`src/rtl/serial_frame_ctrl_pkg.sv`:
```
`default_nettype none
// ============================================================================
// Module   : serial_frame_ctrl_pkg
// Brief    : Shared types and constants for the serial frame controller:
//            top FSM states, sync detector states and sync pattern length.
// Revision : 1.0 - initial release
// ============================================================================
package serial_frame_ctrl_pkg;

  // Top-level frame FSM
  typedef enum logic [1:0] {
    HUNT = 2'd0,
    RECV = 2'd1,
    PAR  = 2'd2
  } fsm_state_t;

  // Sync pattern (1,0,1) detector states; name = bits seen so far
  typedef enum logic [1:0] {
    S_IDLE = 2'd0,
    S_1    = 2'd1,
    S_10   = 2'd2,
    S_101  = 2'd3
  } sync_state_t;

  // Length of the sync pattern in bits
  localparam int SYNC_LEN = 3;

endpackage : serial_frame_ctrl_pkg
`default_nettype wire

```
`src/rtl/serial_frame_ctrl_sync_detect.sv`:
```
`default_nettype none
// ============================================================================
// Module   : sync_detect
// Brief    : Moore detector for the overlapping sync pattern 1,0,1 on din.
//            hit is high while in S_101. hit_next is the same decision one
//            sample early (S_10 with din=1), letting the frame FSM leave HUNT
//            on the very edge that samples the final sync bit.
// Revision : 1.0 - initial release
// ============================================================================
module sync_detect
  import serial_frame_ctrl_pkg::*;
(
  input  logic clk,
  input  logic reset,
  input  logic clr,
  input  logic din,
  output logic hit,
  output logic hit_next
);

  sync_state_t r_state;
  sync_state_t w_next;

  // Next-state decode; from S_101 the trailing bits are reused (overlap)
  always_comb begin
    w_next = S_IDLE;
    case (r_state)
      S_IDLE:  w_next = din ? S_1   : S_IDLE;
      S_1:     w_next = din ? S_1   : S_10;
      S_10:    w_next = din ? S_101 : S_IDLE;
      S_101:   w_next = din ? S_1   : S_10;
      default: w_next = S_IDLE;
    endcase
  end

  // State register; clr holds the search at its start while a frame is received
  always_ff @(posedge clk) begin
    if (reset || clr) begin
      r_state <= S_IDLE;
    end else begin
      r_state <= w_next;
    end
  end

  assign hit      = (r_state == S_101);
  assign hit_next = (r_state == S_10) && din;

endmodule : sync_detect
`default_nettype wire

```
`src/rtl/serial_frame_ctrl.sv`:
```
`default_nettype none
// ============================================================================
// Module   : serial_frame_ctrl
// Brief    : Serial frame receiver. Hunts for sync 1,0,1, shifts PAYLOAD_W
//            payload bits (MSB first), optionally checks even parity, and
//            hands good frames to a one-entry valid/ready output buffer.
// Revision : 1.0 - initial release
// ============================================================================
module serial_frame_ctrl
  import serial_frame_ctrl_pkg::*;
#(
  parameter int PAYLOAD_W = 8,
  parameter int PARITY_EN = 1
) (
  input  logic                 clk,
  input  logic                 reset,
  input  logic                 din,
  output logic [PAYLOAD_W-1:0] frame_data,
  output logic                 frame_valid,
  input  logic                 frame_ready,
  output logic                 parity_err,
  output logic                 overflow,
  output logic                 busy
);

  localparam int             CNT_W    = (PAYLOAD_W > 1) ? $clog2(PAYLOAD_W) : 1;
  localparam logic [CNT_W-1:0] LAST_BIT = CNT_W'(PAYLOAD_W - 1);

  fsm_state_t           r_state;
  logic [CNT_W-1:0]     r_bit_cnt;
  logic [PAYLOAD_W-1:0] r_shift;

  logic [PAYLOAD_W-1:0] w_shift_nxt;
  logic                 w_hit;
  logic                 w_hit_next;
  logic                 w_go;
  logic                 w_last;
  logic                 w_xfer;
  logic                 w_par_ok;
  logic                 w_good;
  logic                 w_bad;
  logic [PAYLOAD_W-1:0] w_data;

  // Sync search runs only in HUNT; any other state keeps it at its start
  sync_detect u_sync (
    .clk      (clk),
    .reset    (reset),
    .clr      (r_state != HUNT),
    .din      (din),
    .hit      (w_hit),
    .hit_next (w_hit_next)
  );

  // Shift register input: current sample enters at the LSB end
  if (PAYLOAD_W > 1) begin : g_shift_wide
    assign w_shift_nxt = {r_shift[PAYLOAD_W-2:0], din};
  end else begin : g_shift_narrow
    assign w_shift_nxt = din;
  end

  // w_hit also accepts a match already registered in the detector; that
  // cannot normally happen in HUNT but keeps the decode self-consistent
  assign w_go     = (r_state == HUNT) && (w_hit_next || w_hit);
  assign w_last   = (r_bit_cnt == LAST_BIT);
  assign w_xfer   = frame_valid && frame_ready;
  assign w_par_ok = ~(^r_shift ^ din);
  assign busy     = (r_state == RECV) || (r_state == PAR);

  // Frame completion decode: good/bad outcome and the payload to buffer
  always_comb begin
    w_good = 1'b0;
    w_bad  = 1'b0;
    w_data = r_shift;
    if ((r_state == RECV) && w_last && (PARITY_EN == 0)) begin
      w_good = 1'b1;
      w_data = w_shift_nxt;
    end
    if (r_state == PAR) begin
      w_good = w_par_ok;
      w_bad  = ~w_par_ok;
    end
  end

  // Frame FSM with registered buffer and pulse outputs
  always_ff @(posedge clk) begin
    if (reset) begin
      r_state     <= HUNT;
      r_bit_cnt   <= '0;
      r_shift     <= '0;
      frame_data  <= '0;
      frame_valid <= 1'b0;
      parity_err  <= 1'b0;
      overflow    <= 1'b0;
    end else begin
      parity_err <= 1'b0;
      overflow   <= 1'b0;

      if (w_xfer) begin
        frame_valid <= 1'b0;
      end

      case (r_state)
        HUNT: begin
          if (w_go) begin
            r_state   <= RECV;
            r_bit_cnt <= '0;
          end
        end
        RECV: begin
          r_shift   <= w_shift_nxt;
          r_bit_cnt <= r_bit_cnt + 1'b1;
          if (w_last) begin
            r_bit_cnt <= '0;
            r_state   <= (PARITY_EN != 0) ? PAR : HUNT;
          end
        end
        PAR: begin
          r_state   <= HUNT;
          r_bit_cnt <= '0;
        end
        default: begin
          r_state   <= HUNT;
          r_bit_cnt <= '0;
        end
      endcase

      // A good frame loads if the buffer is empty or drains on this edge
      if (w_good) begin
        if (!frame_valid || w_xfer) begin
          frame_data  <= w_data;
          frame_valid <= 1'b1;
        end else begin
          overflow <= 1'b1;
        end
      end

      if (w_bad) begin
        parity_err <= 1'b1;
      end
    end
  end

endmodule : serial_frame_ctrl
`default_nettype wire

```
`config.mk`:
```
export PLATFORM = sky130hd
export DESIGN_NAME = serial_frame_ctrl
export DESIGN_NICKNAME = d
export VERILOG_FILES = /design/src/rtl/serial_frame_ctrl_pkg.sv /design/src/rtl/serial_frame_ctrl_sync_detect.sv /design/src/rtl/serial_frame_ctrl.sv
export SDC_FILE = /design/constraint.sdc
export NUM_CORES = 1
export LEC_CHECK = 0
export BUFFER_PORTS_ARGS = -buffer_cell sky130_fd_sc_hd__buf_4
export CAP_MARGIN = 20
export CORE_ASPECT_RATIO = 1.1
export CORE_MARGIN = 1
export CORE_UTILIZATION = 55
export DETAILED_ROUTE_END_ITERATION = 12
export GPL_TIMING_DRIVEN = 0
export PLACE_DENSITY = 0.77
export REMOVE_ABC_BUFFERS = 1
export SLEW_MARGIN = 10
export SYNTH_ARGS = -nofsm -noshare
export SYNTH_HDL_FRONTEND = slang
export SYNTH_SLANG_ARGS = --single-unit
```
`constraint.sdc`:
```
create_clock -name clk -period 1.9 [get_ports clk]
set_clock_uncertainty 0.15 [all_clocks]
set_input_delay 0.285 -clock clk [delete_from_list [all_inputs] [get_ports clk]]
set_output_delay 0.285 -clock clk [all_outputs]
set_load 0.05 [all_outputs]
```
==> impl_summary.txt <==
----------------------------------------------------
[Run status]
  Run status ... finished clean

[Layout]
  Fill cell instance count of the final layout ... about 160
  Fraction of final layout cells with drive strength greater than 1 ... 0.200
  Cell Count, Final, Fillers Out ... between 150 and 200
  Synth-to-Final Area Change ... 17.7%
  Antenna cells ... 0
  Final layout net count ... about 140
  Post-layout utilization of the core ... 0.691

[Detailed routing]
  Per-cell via count in the routed design ... roughly 5.1
  Vias after detailed routing ... approximately 800
  Routed wire length per instance ... roughly 12 um
  Count of routing violations after the opening detailed-route iteration ... 9
  DR pass1 iterations ... 4
  Number of nets still failing antenna checks after routing ... 0
  Aggregate routed wire length ... roughly 1800 um
  Number of remaining DRC errors ... 0

[Synthesis]
  Syn. warnings ... 0
  Synth area leaders ... sky130_fd_sc_hd__dfxtp_1 (44%), sky130_fd_sc_hd__mux2i_1 (14%), sky130_fd_sc_hd__nand2b_1 (9.0%)
  Portion of synthesized cell area occupied by the leading cell type ... 0.439
  Number of standard cells after synthesis ... approximately 110
  Most frequent cells after synthesis ... sky130_fd_sc_hd__dfxtp_1 (26), sky130_fd_sc_hd__mux2i_1 (17), sky130_fd_sc_hd__nand2b_1 (17)
  Dominant cell by count in the synthesized netlist ... sky130_fd_sc_hd__dfxtp_1
  Post-synthesis instance area ... around 1200 um^2
  Sequential fraction of the synthesis area ... 0.439
  Register bit count reported by yosys ... 26
  Dominant synthesized flop cell ... sky130_fd_sc_hd__dfxtp_1
  Post-synthesis cell type count ... 24
  EDFF count, synth ... 0
  Average cell area after synthesis ... between 10 and 15 um^2
  Most area-hungry cell type in the Yosys netlist ... sky130_fd_sc_hd__dfxtp_1
  Post-synth ARST share ... 0

[Global route]
  Antenna violations before repair ... 0
  Wire length of the first global-routing pass ... ~3300 um
  Maximum number of pins on one net before global-route repair ... 35
  Vias in the first global route ... 760
  Total congestion overflow after global routing ... 0
  Total routing usage reported by global routing ... 0.190

[Floorplanning]
  Die Outline Area ... 2350 um^2
  Number of cell rows ... 17
  Starting Density ... 0.587
  Die Height ... around 51 um
  Core area ... 2020 um^2
  Io pins ... 16
  Die extent in x ... 46.3 um

[Timing]
  Fmax ... 0.546 GHz
  Clock period minus final worst setup slack ... 1.83 ns
  Worst rel slew slack ... 0.585
  Number of pins exceeding their max-slew limit in the final report ... 0
  Actual slew at the worst max-slew pin ... 0.616 ns
  Final count of negative-setup-slack endpoints ... 0
  Setup repair after global routing missed its margin ... false
  Hold Fails Final Rpt ... 0
  Period utilization ... 0.964

[Critical path]
  Worst setup SP type ... register
  Crit Reg-Reg Endpoint ... frame_data[4]$_SDFFE_PP0P_
  Endpoint type of the worst setup path ... register
  Standard cell with the maximum stage delay on the critical path ... sky130_fd_sc_hd__xnor3_2
  Family of cells with the greatest summed delay on the critical path ... XOR/XNOR gates
  FF-to-FF setup slack ... 0.07 ns
  Category of the most critical setup path ... register to register
  Delay of the slowest cell on the worst path ... ~0.49 ns
  Worst flop-to-flop path startpoint ... r_shift[2]$_SDFFE_PP0P_
  Worst EP required ... 2.00 ns
  Number of cells on the worst reg-to-reg path ... 5
  Ordered cell list for the critical path ... xor2_1 -> xnor3_2 -> mux2i_4 -> buf_12 -> mux2i_1
  Critical path buffers and inverters ... 1
  Highest net fanout along the worst path ... 8
  Data arrival time of the critical path ... roughly 1.9 ns

[Clock network]
  Number of clock sinks ... 26
  Clock transition at the register clock pins on the worst setup and hold paths after CTS ... ~0.14 ns
  Skew-Pair Late Insertion Delay ... slightly above 0.3 ns
  Cts-stage hold buffer count ... 0
  Clock tree from TritonCTS ... done
  CTS HTree Levels ... 1
  Number of buffers between clock root and the deepest sink ... 2
  Clock Root Buffer ... sky130_fd_sc_hd__clkbuf_4
  Total CTS buffers ... 3

[Hold path]
  Worst min-delay path endpoint ... u_sync.r_state[0]$_SDFF_PP0_
  Hold path cells ... 2
  Hold wc startpoint ... din
  Hold WC Path Type ... input port to register

[Place]
  Dpl cells ... 153
  Weighted congestion reported at the end of routability-driven placement ... between 0.7 and 0.8
  Placed wire-length estimate after detailed placement ... between 1000 and 1500 um
  Port Buffer Count ... 15

[Pwr]
  Pwr Density ... 811 nW/um^2
  Leak pwr ... about 0.00054 uW
  Max VDD drop ... between 600 and 700 uV

[Run]
  Number of maximum-capacitance constraint violations ... 0

----------------------------------------------------
registers in the layout, indices dropped and copies added (netlist names):
name and count:
r_state 2, u_sync.r_state 2, r_shift 8, overflow 1, parity_err 1, r_bit_cnt 3, frame_valid 1, frame_data 8
routing by layer:
layer | global-route usage | up-vias | wire [um]
met5 | 0 | - | 0
met4 | 0.0588 | 0 | 17
met3 | 0.0324 | 2 | 57
met2 | 0.310 | 13 | 884
met1 | 0.251 | 373 | 875
li1 | - | 415 | -
power by group:
group | internal (uW) | leakage (uW) | switching [uW] | total [uW]
combinational | 84.2 | 0.000304 | 111 | 195
sequential | 560 | 0.000211 | 10.5 | 571
clock | 213 | 0.0000279 | 154 | 367
total | 857 | 0.000543 | 276 | 1130
layout make-up:
type,count,area (um^2),share of cell area
multi-input combinational,82,646,0.462
sequential,26,523,0.375
timing repair buffer,16,133,0.0950
tap,28,35.0,0.0251
clock inverter,1,30.0,0.0215
clock buffer,3,22.5,0.0161
inverter,2,7.51,0.00538
worst register-to-register path, cell delays in order, from the launching register on:
cell and delay (ns):
sky130_fd_sc_hd__dfxtp_1 0.41, sky130_fd_sc_hd__xor2_1 0.18, sky130_fd_sc_hd__xnor3_2 0.49, sky130_fd_sc_hd__mux2i_4 0.20, sky130_fd_sc_hd__buf_12 0.16, sky130_fd_sc_hd__mux2i_1 0.18
cell families after synthesis:
| family | after synthesis | share of synthesized area |
|---|---|---|
| buffers and inverters | 6 | 0.0190 |
| muxes | 19 | 0.172 |
| xor gates and xnor gates | 6 | 0.0686 |
| adders and majority gates | 6 | 0.0633 |
| DFF | 26 | 0.439 |
| and+or+nand+nor | 43 | 0.204 |
| AOI/OAI and AO/OA | 8 | 0.0348 |
through the flow:
| step | instance area, um^2 | power, uW | worst slack, ns | hold slack [ns] | TNS (ns) |
|---|---|---|---|---|---|
| floorplan | 1170 | 732 | 0.157 | 0.204 | 0 |
| global placement | 1320 | 769 | -0.00662 | 0.308 | -0.0173 |
| detailed placement | 1320 | 779 | -0.0721 | 0.312 | -0.475 |
| CTS | 1390 | 1150 | 0.0223 | 0.106 | 0 |
| global route | 1400 | 1200 | 0.00908 | 0.0937 | 0 |
| finish | 1400 | 1130 | 0.0691 | 0.116 | 0 |
cell usage in the layout, fill, tap and decap left out, types with 2 or more instances in the layout:
cell and count:
sky130_fd_sc_hd__dfxtp_1 24, sky130_fd_sc_hd__nand2b_1 17, sky130_fd_sc_hd__mux2i_1 17, sky130_fd_sc_hd__buf_4 15, sky130_fd_sc_hd__nor2_1 9, sky130_fd_sc_hd__nand3_1 6
sky130_fd_sc_hd__a21oi_1 6, sky130_fd_sc_hd__ha_1 5, sky130_fd_sc_hd__clkbuf_4 3, sky130_fd_sc_hd__inv_1 2, sky130_fd_sc_hd__nand3b_1 2, sky130_fd_sc_hd__xor2_1 2
sky130_fd_sc_hd__xnor2_1 2, sky130_fd_sc_hd__nand2_1 2, sky130_fd_sc_hd__and3b_1 2, sky130_fd_sc_hd__nor3_1 2, sky130_fd_sc_hd__dfxtp_2 2
worst max-delay path by stage:
stage / end / slack [ns] / cells past startpoint / from
6_report: frame_data[4]$_SDFFE_PP0P_ / 0.07 / 5 / r_shift[2]$_SDFFE_PP0P_
5_1_grt: frame_data[6]$_SDFFE_PP0P_ / 0.009 / 5 / r_shift[2]$_SDFFE_PP0P_
4_1_cts: frame_data[6]$_SDFFE_PP0P_ / 0.02 / 5 / r_shift[3]$_SDFFE_PP0P_
3_5_place_dp: frame_data[4]$_SDFFE_PP0P_ / -0.07 / 4 / r_shift[3]$_SDFFE_PP0P_
3_3_place_gp: frame_data[7]$_SDFFE_PP0P_ / -0.007 / 4 / r_shift[3]$_SDFFE_PP0P_
2_1_floorplan: frame_data[0]$_SDFFE_PP0P_ / 0.16 / 4 / r_shift[3]$_SDFFE_PP0P_
timing repair:
| item | 4_1_cts | 5_1_grt |
|---|---|---|
| resized for setup | 1 | 2 |
| setup endpoints to repair | 9 | 7 |
| setup buffers | 1 | 0 |
(Power assumes the default switching activity.)
